[config.mk]
export PLATFORM = sky130hd
export DESIGN_NAME = latch_loader
export DESIGN_NICKNAME = d
export VERILOG_FILES = /design/src/rtl/latch_pkg.sv /design/src/rtl/phase_timer.sv /design/src/rtl/latch_loader.sv
export SDC_FILE = /design/constraint.sdc
export NUM_CORES = 1
export LEC_CHECK = 0
export CORE_MARGIN = 8
export CORE_UTILIZATION = 35
export CTS_BUF_LIST = sky130_fd_sc_hd__clkbuf_4 sky130_fd_sc_hd__clkbuf_8
export DETAILED_ROUTE_END_ITERATION = 12
export PLACE_DENSITY = 0.64
export SLEW_MARGIN = 20
export SYNTH_ARGS = -nofsm -noshare
export SYNTH_HDL_FRONTEND = slang
export SYNTH_SLANG_ARGS = --single-unit
[constraint.sdc]
create_clock -name c -period 4.55 [get_ports c]
set_clock_uncertainty 0.1 [all_clocks]
set_input_delay 0.91 -clock c [delete_from_list [all_inputs] [get_ports c]]
set_output_delay 0.91 -clock c [all_outputs]
set_load 0.005 [all_outputs]
[src/rtl/latch_pkg.sv]
// Shared state encoding, default geometry and a helper for sizing the latch loader.
package latch_pkg;

    typedef enum logic [2:0] {IDLE, SHIFT, SETUP, GATE, HOLD, DONE} state_t;

    localparam int DEF_W         = 8;
    localparam int DEF_SETUP_CYC = 1;
    localparam int DEF_GATE_CYC  = 2;
    localparam int DEF_HOLD_CYC  = 1;

    function automatic int phase_max(input int x, input int y, input int z);
        int m;
        m = (x > y) ? x : y;
        return (m > z) ? m : z;
    endfunction

endpackage

[src/rtl/phase_timer.sv]
// Loadable down-counter; expired is high once the loaded count has run out.
module phase_timer #(
    parameter int TW = 2
) (
    input  logic          c,
    input  logic          r_n,
    input  logic          load,
    input  logic [TW-1:0] val,
    output logic          expired
);

    logic [TW-1:0] cnt;

    always_ff @(posedge c or negedge r_n) begin
        if (!r_n)            cnt <= '0;
        else if (load)       cnt <= val;
        else if (cnt != '0)  cnt <= cnt - 1'b1;
    end

    assign expired = (cnt == '0);

endmodule

[src/rtl/latch_loader.sv]
// Serial-to-parallel loader that presents a word to a latch bank and strobes its gate
// with programmable setup, gate and hold phases.
module latch_loader
    import latch_pkg::*;
#(
    parameter int W         = DEF_W,
    parameter int SETUP_CYC = DEF_SETUP_CYC,
    parameter int GATE_CYC  = DEF_GATE_CYC,
    parameter int HOLD_CYC  = DEF_HOLD_CYC
) (
    input  logic         c,
    input  logic         r_n,
    input  logic         si,
    input  logic         sv,
    output logic         srdy,
    input  logic         clr,
    output logic [W-1:0] d,
    output logic         g,
    output logic         busy,
    output logic         done
);

    localparam int CW = $clog2(W);
    localparam int TW = $clog2(phase_max(SETUP_CYC, GATE_CYC, HOLD_CYC) + 1);

    state_t        state;
    logic [CW-1:0] cnt;
    logic [W-1:0]  sr;
    logic          take, last;
    logic          tmr_load, tmr_exp;
    logic [TW-1:0] tmr_val;

    // srdy is only ever high in IDLE/SHIFT, so it alone qualifies acceptance.
    assign take = sv && srdy && !clr;
    assign last = take && (cnt == CW'(W - 1));
    assign busy = (state == SETUP) || (state == GATE) || (state == HOLD) || (state == DONE);

    always_comb begin
        tmr_load = 1'b0;
        tmr_val  = '0;
        if (last) begin
            tmr_load = 1'b1;
            tmr_val  = TW'(SETUP_CYC - 1);
        end else if (state == SETUP && tmr_exp) begin
            tmr_load = 1'b1;
            tmr_val  = TW'(GATE_CYC - 1);
        end else if (state == GATE && tmr_exp) begin
            tmr_load = 1'b1;
            tmr_val  = TW'(HOLD_CYC - 1);
        end
    end

    phase_timer #(.TW(TW)) u_timer (
        .c       (c),
        .r_n     (r_n),
        .load    (tmr_load),
        .val     (tmr_val),
        .expired (tmr_exp)
    );

    always_ff @(posedge c or negedge r_n) begin
        if (!r_n) begin
            state <= IDLE;
            cnt   <= '0;
            sr    <= '0;
            d     <= '0;
            g     <= 1'b0;
            done  <= 1'b0;
            srdy  <= 1'b0;
        end else begin
            done <= 1'b0;
            unique case (state)
                IDLE, SHIFT: begin
                    srdy <= 1'b1;
                    if (clr) begin
                        state <= IDLE;
                        cnt   <= '0;
                        sr    <= '0;
                    end else if (take) begin
                        sr <= {si, sr[W-1:1]};
                        if (last) begin
                            cnt   <= '0;
                            d     <= {si, sr[W-1:1]};
                            state <= SETUP;
                            srdy  <= 1'b0;
                        end else begin
                            cnt   <= cnt + 1'b1;
                            state <= SHIFT;
                        end
                    end
                end
                SETUP: if (tmr_exp) begin
                    state <= GATE;
                    g     <= 1'b1;
                end
                GATE: if (tmr_exp) begin
                    state <= HOLD;
                    g     <= 1'b0;
                end
                HOLD: if (tmr_exp) begin
                    state <= DONE;
                    done  <= 1'b1;
                end
                DONE: begin
                    state <= IDLE;
                    srdy  <= 1'b1;
                end
                default: begin
                    state <= IDLE;
                    g     <= 1'b0;
                end
            endcase
        end
    end

endmodule

==> results.py, run 1 <==
metrics = {
    "yosys": {
        "synth_area_leader_cell": "dfrtp_1",
        "seq_area_frac_synth_pct": 49.9,
        "syn_nets": 129,
        "ys_types": 32,
        "yosys_warnings": 0,
        "synth_seq_cells": 26,
        "yosys.area.top_type_share_pct": 49.9,
        "syn-cell-area_mm2": 0.00131,
        "synth.avg_cell_area_um2": 11.0,
        "netlist_instances": 119,
        "synth.area.top_cells": "dfrtp_1, mux2_4, ha_1",
    },
    "timing": {
        "setup_viol": 0,
        "period_minus_slack_ns": 2.70,
        "slew_violations": 0,
        "worstMarginPinSlew_ns": 0.565,
        "period_share_pct": 59.3,
        "holdWs_ns": 0.410,
        "hold_viol_final": 0,
        "rsz0062_at_grt": "false",
        "tns_ns": 0,
        "slew_headroom_pct": 62.3,
        "max_freq_mhz": 371,
    },
    "flow_run": {
        "maxCapViolCount": 0,
    },
    "setup_path": {
        "timing.critical_path.to_type": "output pin",
        "timing.rr.end": "d[5]$_DFFE_PN0P_",
        "start_kind": "flop",
        "crit_path_max_incr_delay_ns": 0.50,
        "r2r_setup_slack_ns": 2.56,
        "required_ns": 3.54,
        "cpMaxStageDelayCell": "clkdlybuf4s50_1",
        "arrival_ns": 1.69,
        "startpoint": "state[1]$_DFFE_PN0P_",
        "reg2regPathDepth": 5,
        "r2r-start": "state[1]$_DFFE_PN0P_",
        "endpoint": "busy",
        "worstPathCellList": "inv_1 -> ha_1 -> clkdlybuf4s50_1",
        "critPathKind": "reg2out",
        "critPathMaxFanout": 6,
    },
    "die": {
        "die_area_mm2": 0.00594,
        "core_mm2": 0.00363,
        "top_level_ports": 17,
        "initial_utilization_pct": 35.9,
        "fp-row-count": 22,
        "die_w_um": 77.1,
        "die_h_um": 77.1,
    },
    "route": {
        "wirelength_um": 2510,
        "ant_nets": 0,
        "vias": 899,
        "drc": 0,
        "top_layer": "met4",
        "firstDrtPassIters": 4,
        "detail_route.wl_per_cell_um": 13.7,
        "wl_met3_um": 60,
        "first_iter_violations": 42,
        "wl_met2_um": 1360,
        "via_per_inst": 4.91,
        "wl_met1_um": 1060,
    },
    "global_route": {
        "grt.total_usage_pct": 9.00,
        "grt_pass1_wl_um": 4450,
        "grt_overflow_total": 0,
        "grt_pass1_vias": 948,
        "antenna_found_initial": 0,
        "grt_start_max_net_pins": 27,
    },
    "final_layout": {
        "final_common_cell": "dfrtp_1",
        "area_growth_pct": 19.8,
        "antenna_cells": 0,
        "most-common-layout-cells": "dfrtp_1, clkdlybuf4s50_1, o21ai_1",
        "fin_util_pct": 43.0,
        "nets": 146,
        "drive_gt1_share_pct": 14.1,
    },
    "place": {
        "place_hpwl_um": 1860,
        "io_buffers": 16,
        "gp_congestion": 0.743,
    },
    "cts": {
        "clk_latency_ns": 0.27,
        "post_cts_buffers": 0,
        "tritoncts": "yes",
        "clk_pin_slew_ns": 0.09,
        "htreeDepth": 1,
        "cts_resized": 0,
        "cts_buffer_depth": 2,
        "numCtsBuffers": 3,
        "cts_hold_buf": 0,
        "cts.sinks": 26,
        "cts_root_buf": "clkbuf_8",
    },
    "pwr": {
        "powerDensity_mw_per_mm2": 348,
        "power_leakage_nw": 0.699,
        "peakVddDrop_v": 0.000132,
    },
    "worst_hold_path": {
        "min_path_type": "reg2reg",
        "min-delay-start": "sr[1]$_DFFE_PN0P_",
    },
    "status": {
        "status": "finished clean",
    },
}
through the flow:
stage | cell area [µm²] | power (mW) | worst slack [ns] | std cells
2_1_floorplan | 1310 | 0.332 | 2.74 | 119
3_3_place_gp | 1500 | 0.351 | 1.93 | 179
3_5_place_dp | 1500 | 0.358 | 1.88 | 179
4_1_cts | 1570 | 0.551 | 1.86 | 183
5_1_grt | 1560 | 0.571 | 1.81 | 183
6_report | 1560 | 0.545 | 1.85 | 183
cell families after synthesis:
group / synth area share [%]
and+or+nand+nor: 16.1
DFF: 49.9
xor gates and xnor gates: 0.671
muxes: 10.7
AOI/OAI and AO/OA: 13.7
adders and majority gates: 4.79
buffers and inverters: 4.12
power by group:
part	internal (mW)	total [mW]	switching, mW	leakage, nW
combinational	0.0394	0.0945	0.0551	0.316
sequential	0.247	0.257	0.0103	0.347
clock	0.118	0.194	0.0758	0.0357
worst max-delay path, delay by kind of cell (launching register included):
kind | cells | cell delay [ns]
buf+inv | 2 | 0.63
flops | 1 | 0.48
fa+ha+maj | 1 | 0.30
worst min path at each step:
stage / to / slack [ns] / cells past startpoint
finish: sr[1]$_DFFE_PN0P_ / 0.41 / 2
global route: d[5]$_DFFE_PN0P_ / 0.45 / 1
CTS: sr[1]$_DFFE_PN0P_ / 0.42 / 2
detailed placement: d[7]$_DFFE_PN0P_ / 0.39 / 1
global placement: sr[1]$_DFFE_PN0P_ / 0.38 / 2
floorplan: sr[1]$_DFFE_PN0P_ / 0.36 / 2
routing by layer:
metal	global-route usage, %	vias to the layer above
met5	0	-
met4	4.53	0
met3	1.40	2
met2	15.9	13
met1	10.2	442
li1	-	442
synthesized netlist by cell type:
cell,count
ha_1,5
mux2_4,8
clkbuf_1,1
nor2b_1,2
o21ai_0,2
nor3_1,1
dfrtp_1,26
a211oi_2,1
nand3_1,1
a31oi_1,1
buf_6,1
o21ai_4,1
mux2i_1,2
nand3_2,1
nand2b_4,1
and2_4,1
buf_4,1
and3_1,2
nand2b_1,7
a21oi_1,5
o211ai_1,1
nor2_8,1
o22ai_1,3
a22oi_1,2
and2b_1,1
buf_2,1
inv_1,7
o31ai_1,1
o21ai_1,12
xor2_1,1
nor2_1,11
nand2_1,8
flip-flops by register name (all words and copies together), names as in the netlist:
signal and flops:
cnt 3, d 8, done 1, g 1
sr 7, srdy 1, state 3, u_timer.cnt 2
layout make-up:
class | instances | area (µm²)
Clock buffer | 3 | 41.3
Clock inverter | 1 | 30.0
Fill cell | 361 | 2070
Inverter | 7 | 26.3
Multi-Input combinational cell | 82 | 601
Sequential cell | 26 | 651
Tap cell | 48 | 60.1
Timing Repair Buffer | 16 | 155
Note: power is estimated with default switching activity, not from simulation.
==> run 2, diff against run 1 <==
==> constraint.sdc (replaced) <==
create_clock -name c -period 2.5 [get_ports c]
set_clock_uncertainty 0.1 [all_clocks]
set_input_delay 0.5 -clock c [delete_from_list [all_inputs] [get_ports c]]
set_output_delay 0.5 -clock c [all_outputs]
set_load 0.005 [all_outputs]
==> results.py, run 2 (synthesis results as in run 1) <==
metrics = {
    "cts": {
        "cts_buffer_depth": 2,
        "clk_latency_ns": 0.27,
        "clk_pin_slew_ns": 0.09,
        "cts.sinks": 26,
        "numCtsBuffers": 3,
        "post_cts_buffers": 0,
        "cts_root_buf": "clkbuf_8",
        "cts_hold_buf": 0,
        "cts_resized": 0,
        "htreeDepth": 1,
        "tritoncts": "yes",
    },
    "final_layout": {
        "fin_area_mm2": 0.00158,
        "largest_register": "d",
        "reg_top3": "d (8), sr (7)",
        "drive_gt1_share_pct": 14.6,
        "antenna_cells": 0,
        "final_common_cell": "dfrtp_1",
        "most-common-layout-cells": "dfrtp_1, clkdlybuf4s50_1, o21ai_1",
        "area_growth_pct": 21.4,
        "nets": 148,
        "largest_reg_flops": 8,
    },
    "global_route": {
        "grt_start_max_net_pins": 27,
        "grt_pass1_wl_um": 4270,
        "antenna_found_initial": 0,
        "grt_overflow_total": 0,
        "grt_pass1_vias": 897,
        "grt.total_usage_pct": 8.65,
    },
    "die": {
        "die_w_um": 77.1,
        "initial_utilization_pct": 35.9,
        "top_level_ports": 17,
        "die_area_mm2": 0.00594,
        "die_h_um": 77.1,
        "fp-row-count": 22,
        "core_mm2": 0.00363,
    },
    "setup_path": {
        "cpMaxStageDelayCell": "clkdlybuf4s50_1",
        "worstPathCellList": "inv_1 -> ha_1 -> clkdlybuf4s50_1",
        "reg2regPathDepth": 5,
        "timing.critical_path.to_type": "output pin",
        "start_kind": "flop",
        "critPathMaxFanout": 6,
        "crit_path_max_incr_delay_ns": 0.49,
        "required_ns": 1.90,
        "arrival_ns": 1.64,
        "critPathKind": "reg2out",
    },
    "route": {
        "wl_met2_um": 1240,
        "wirelength_um": 2440,
        "first_iter_violations": 80,
        "top_layer": "met4",
        "ant_nets": 0,
        "via_per_inst": 4.83,
        "vias": 893,
        "wl_met1_um": 1120,
        "firstDrtPassIters": 4,
        "wl_met3_um": 33,
        "drc": 0,
        "detail_route.wl_per_cell_um": 13.2,
    },
    "timing": {
        "worstMarginPinSlew_ns": 0.422,
        "tns_ns": 0,
        "period_share_pct": 89.5,
        "max_freq_mhz": 447,
        "hold_viol_final": 0,
        "setup_viol": 0,
        "slew_violations": 0,
        "slew_headroom_pct": 71.9,
        "period_minus_slack_ns": 2.24,
        "rsz0062_at_grt": "false",
        "holdWs_ns": 0.401,
    },
    "pwr": {
        "peakVddDrop_v": 0.000247,
        "powerDensity_mw_per_mm2": 623,
        "pwr-share-seq_pct": 47.3,
        "switching_share_pct": 25.4,
        "comb_power_share_pct": 17.6,
        "pwr-share-clk_pct": 35.0,
        "p_int_uw": 737,
        "switching_power_uw": 250,
        "power_leakage_nw": 0.709,
    },
    "status": {
        "status": "finished clean",
    },
    "place": {
        "io_buffers": 16,
        "postPlaceCellArea_mm2": 0.00151,
        "place_hpwl_um": 1820,
        "gp_congestion": 0.759,
    },
    "flow_run": {
        "maxCapViolCount": 0,
    },
    "worst_hold_path": {
        "min_path_cells": 2,
        "min_path_type": "reg2reg",
    },
}
-- run 2: metrics by stage --
stage / setup WS (ns) / std cells / utilization, % / total power [mW]
after CTS: 0.257 / 185 / 43.6 / 0.998
after global placement: 0.536 / 181 / 41.6 / 0.640
after floorplan: 0.868 / 119 / - / 0.605
final: 0.261 / 185 / 43.6 / 0.988
after detailed placement: 0.497 / 181 / 41.6 / 0.652
after global routing: 0.194 / 185 / 43.6 / 1.04
-- run 2: cell type report --
type                       instances  area, µm²
timing repair buffer              18        175
tap                               48       60.1
clock inverter                     1       30.0
clock buffer                       3       41.3
multi-input combinational         82        601
fill                             360       2050
inverter                           7       26.3
sequential                        26        651
-- run 2: worst paths after layout --
path / from / slack [ns] / endpoint
setup / recovery: state[1]$_DFFE_PN0P_ / 0.26 / busy
hold / removal: sr[1]$_DFFE_PN0P_ / 0.40 / sr[1]$_DFFE_PN0P_
setup reg to reg: state[1]$_DFFE_PN0P_ / 0.52 / d[7]$_DFFE_PN0P_
hold reg to reg: sr[1]$_DFFE_PN0P_ / 0.40 / sr[1]$_DFFE_PN0P_
max in group asynchronous: r_n / 1.57 / state[0]$_DFFE_PN0P_
min in group asynchronous: r_n / 0.48 / g$_DFFE_PN0P_
-- run 2: power groups by stage --
stage	clock network, mW	registers, mW	logic [mW]
global route	0.371	0.472	0.198
detailed placement	0	0.476	0.176
floorplan	0	0.471	0.134
finish	0.346	0.467	0.174
global placement	0	0.474	0.166
CTS	0.354	0.468	0.177
-- run 2: worst max-delay path: cells and delay by family (launching register included) --
family,cells,cell delay (ns)
adders and majority gates,1,0.29
buffers and inverters,2,0.61
DFF,1,0.47
-- run 2: layer usage --
metal | up-vias | track usage [%]
met3 | 4 | 1.28
met2 | 7 | 14.7
met4 | 0 | 5.09
li1 | 444 | -
met1 | 438 | 10.1
met5 | - | 0
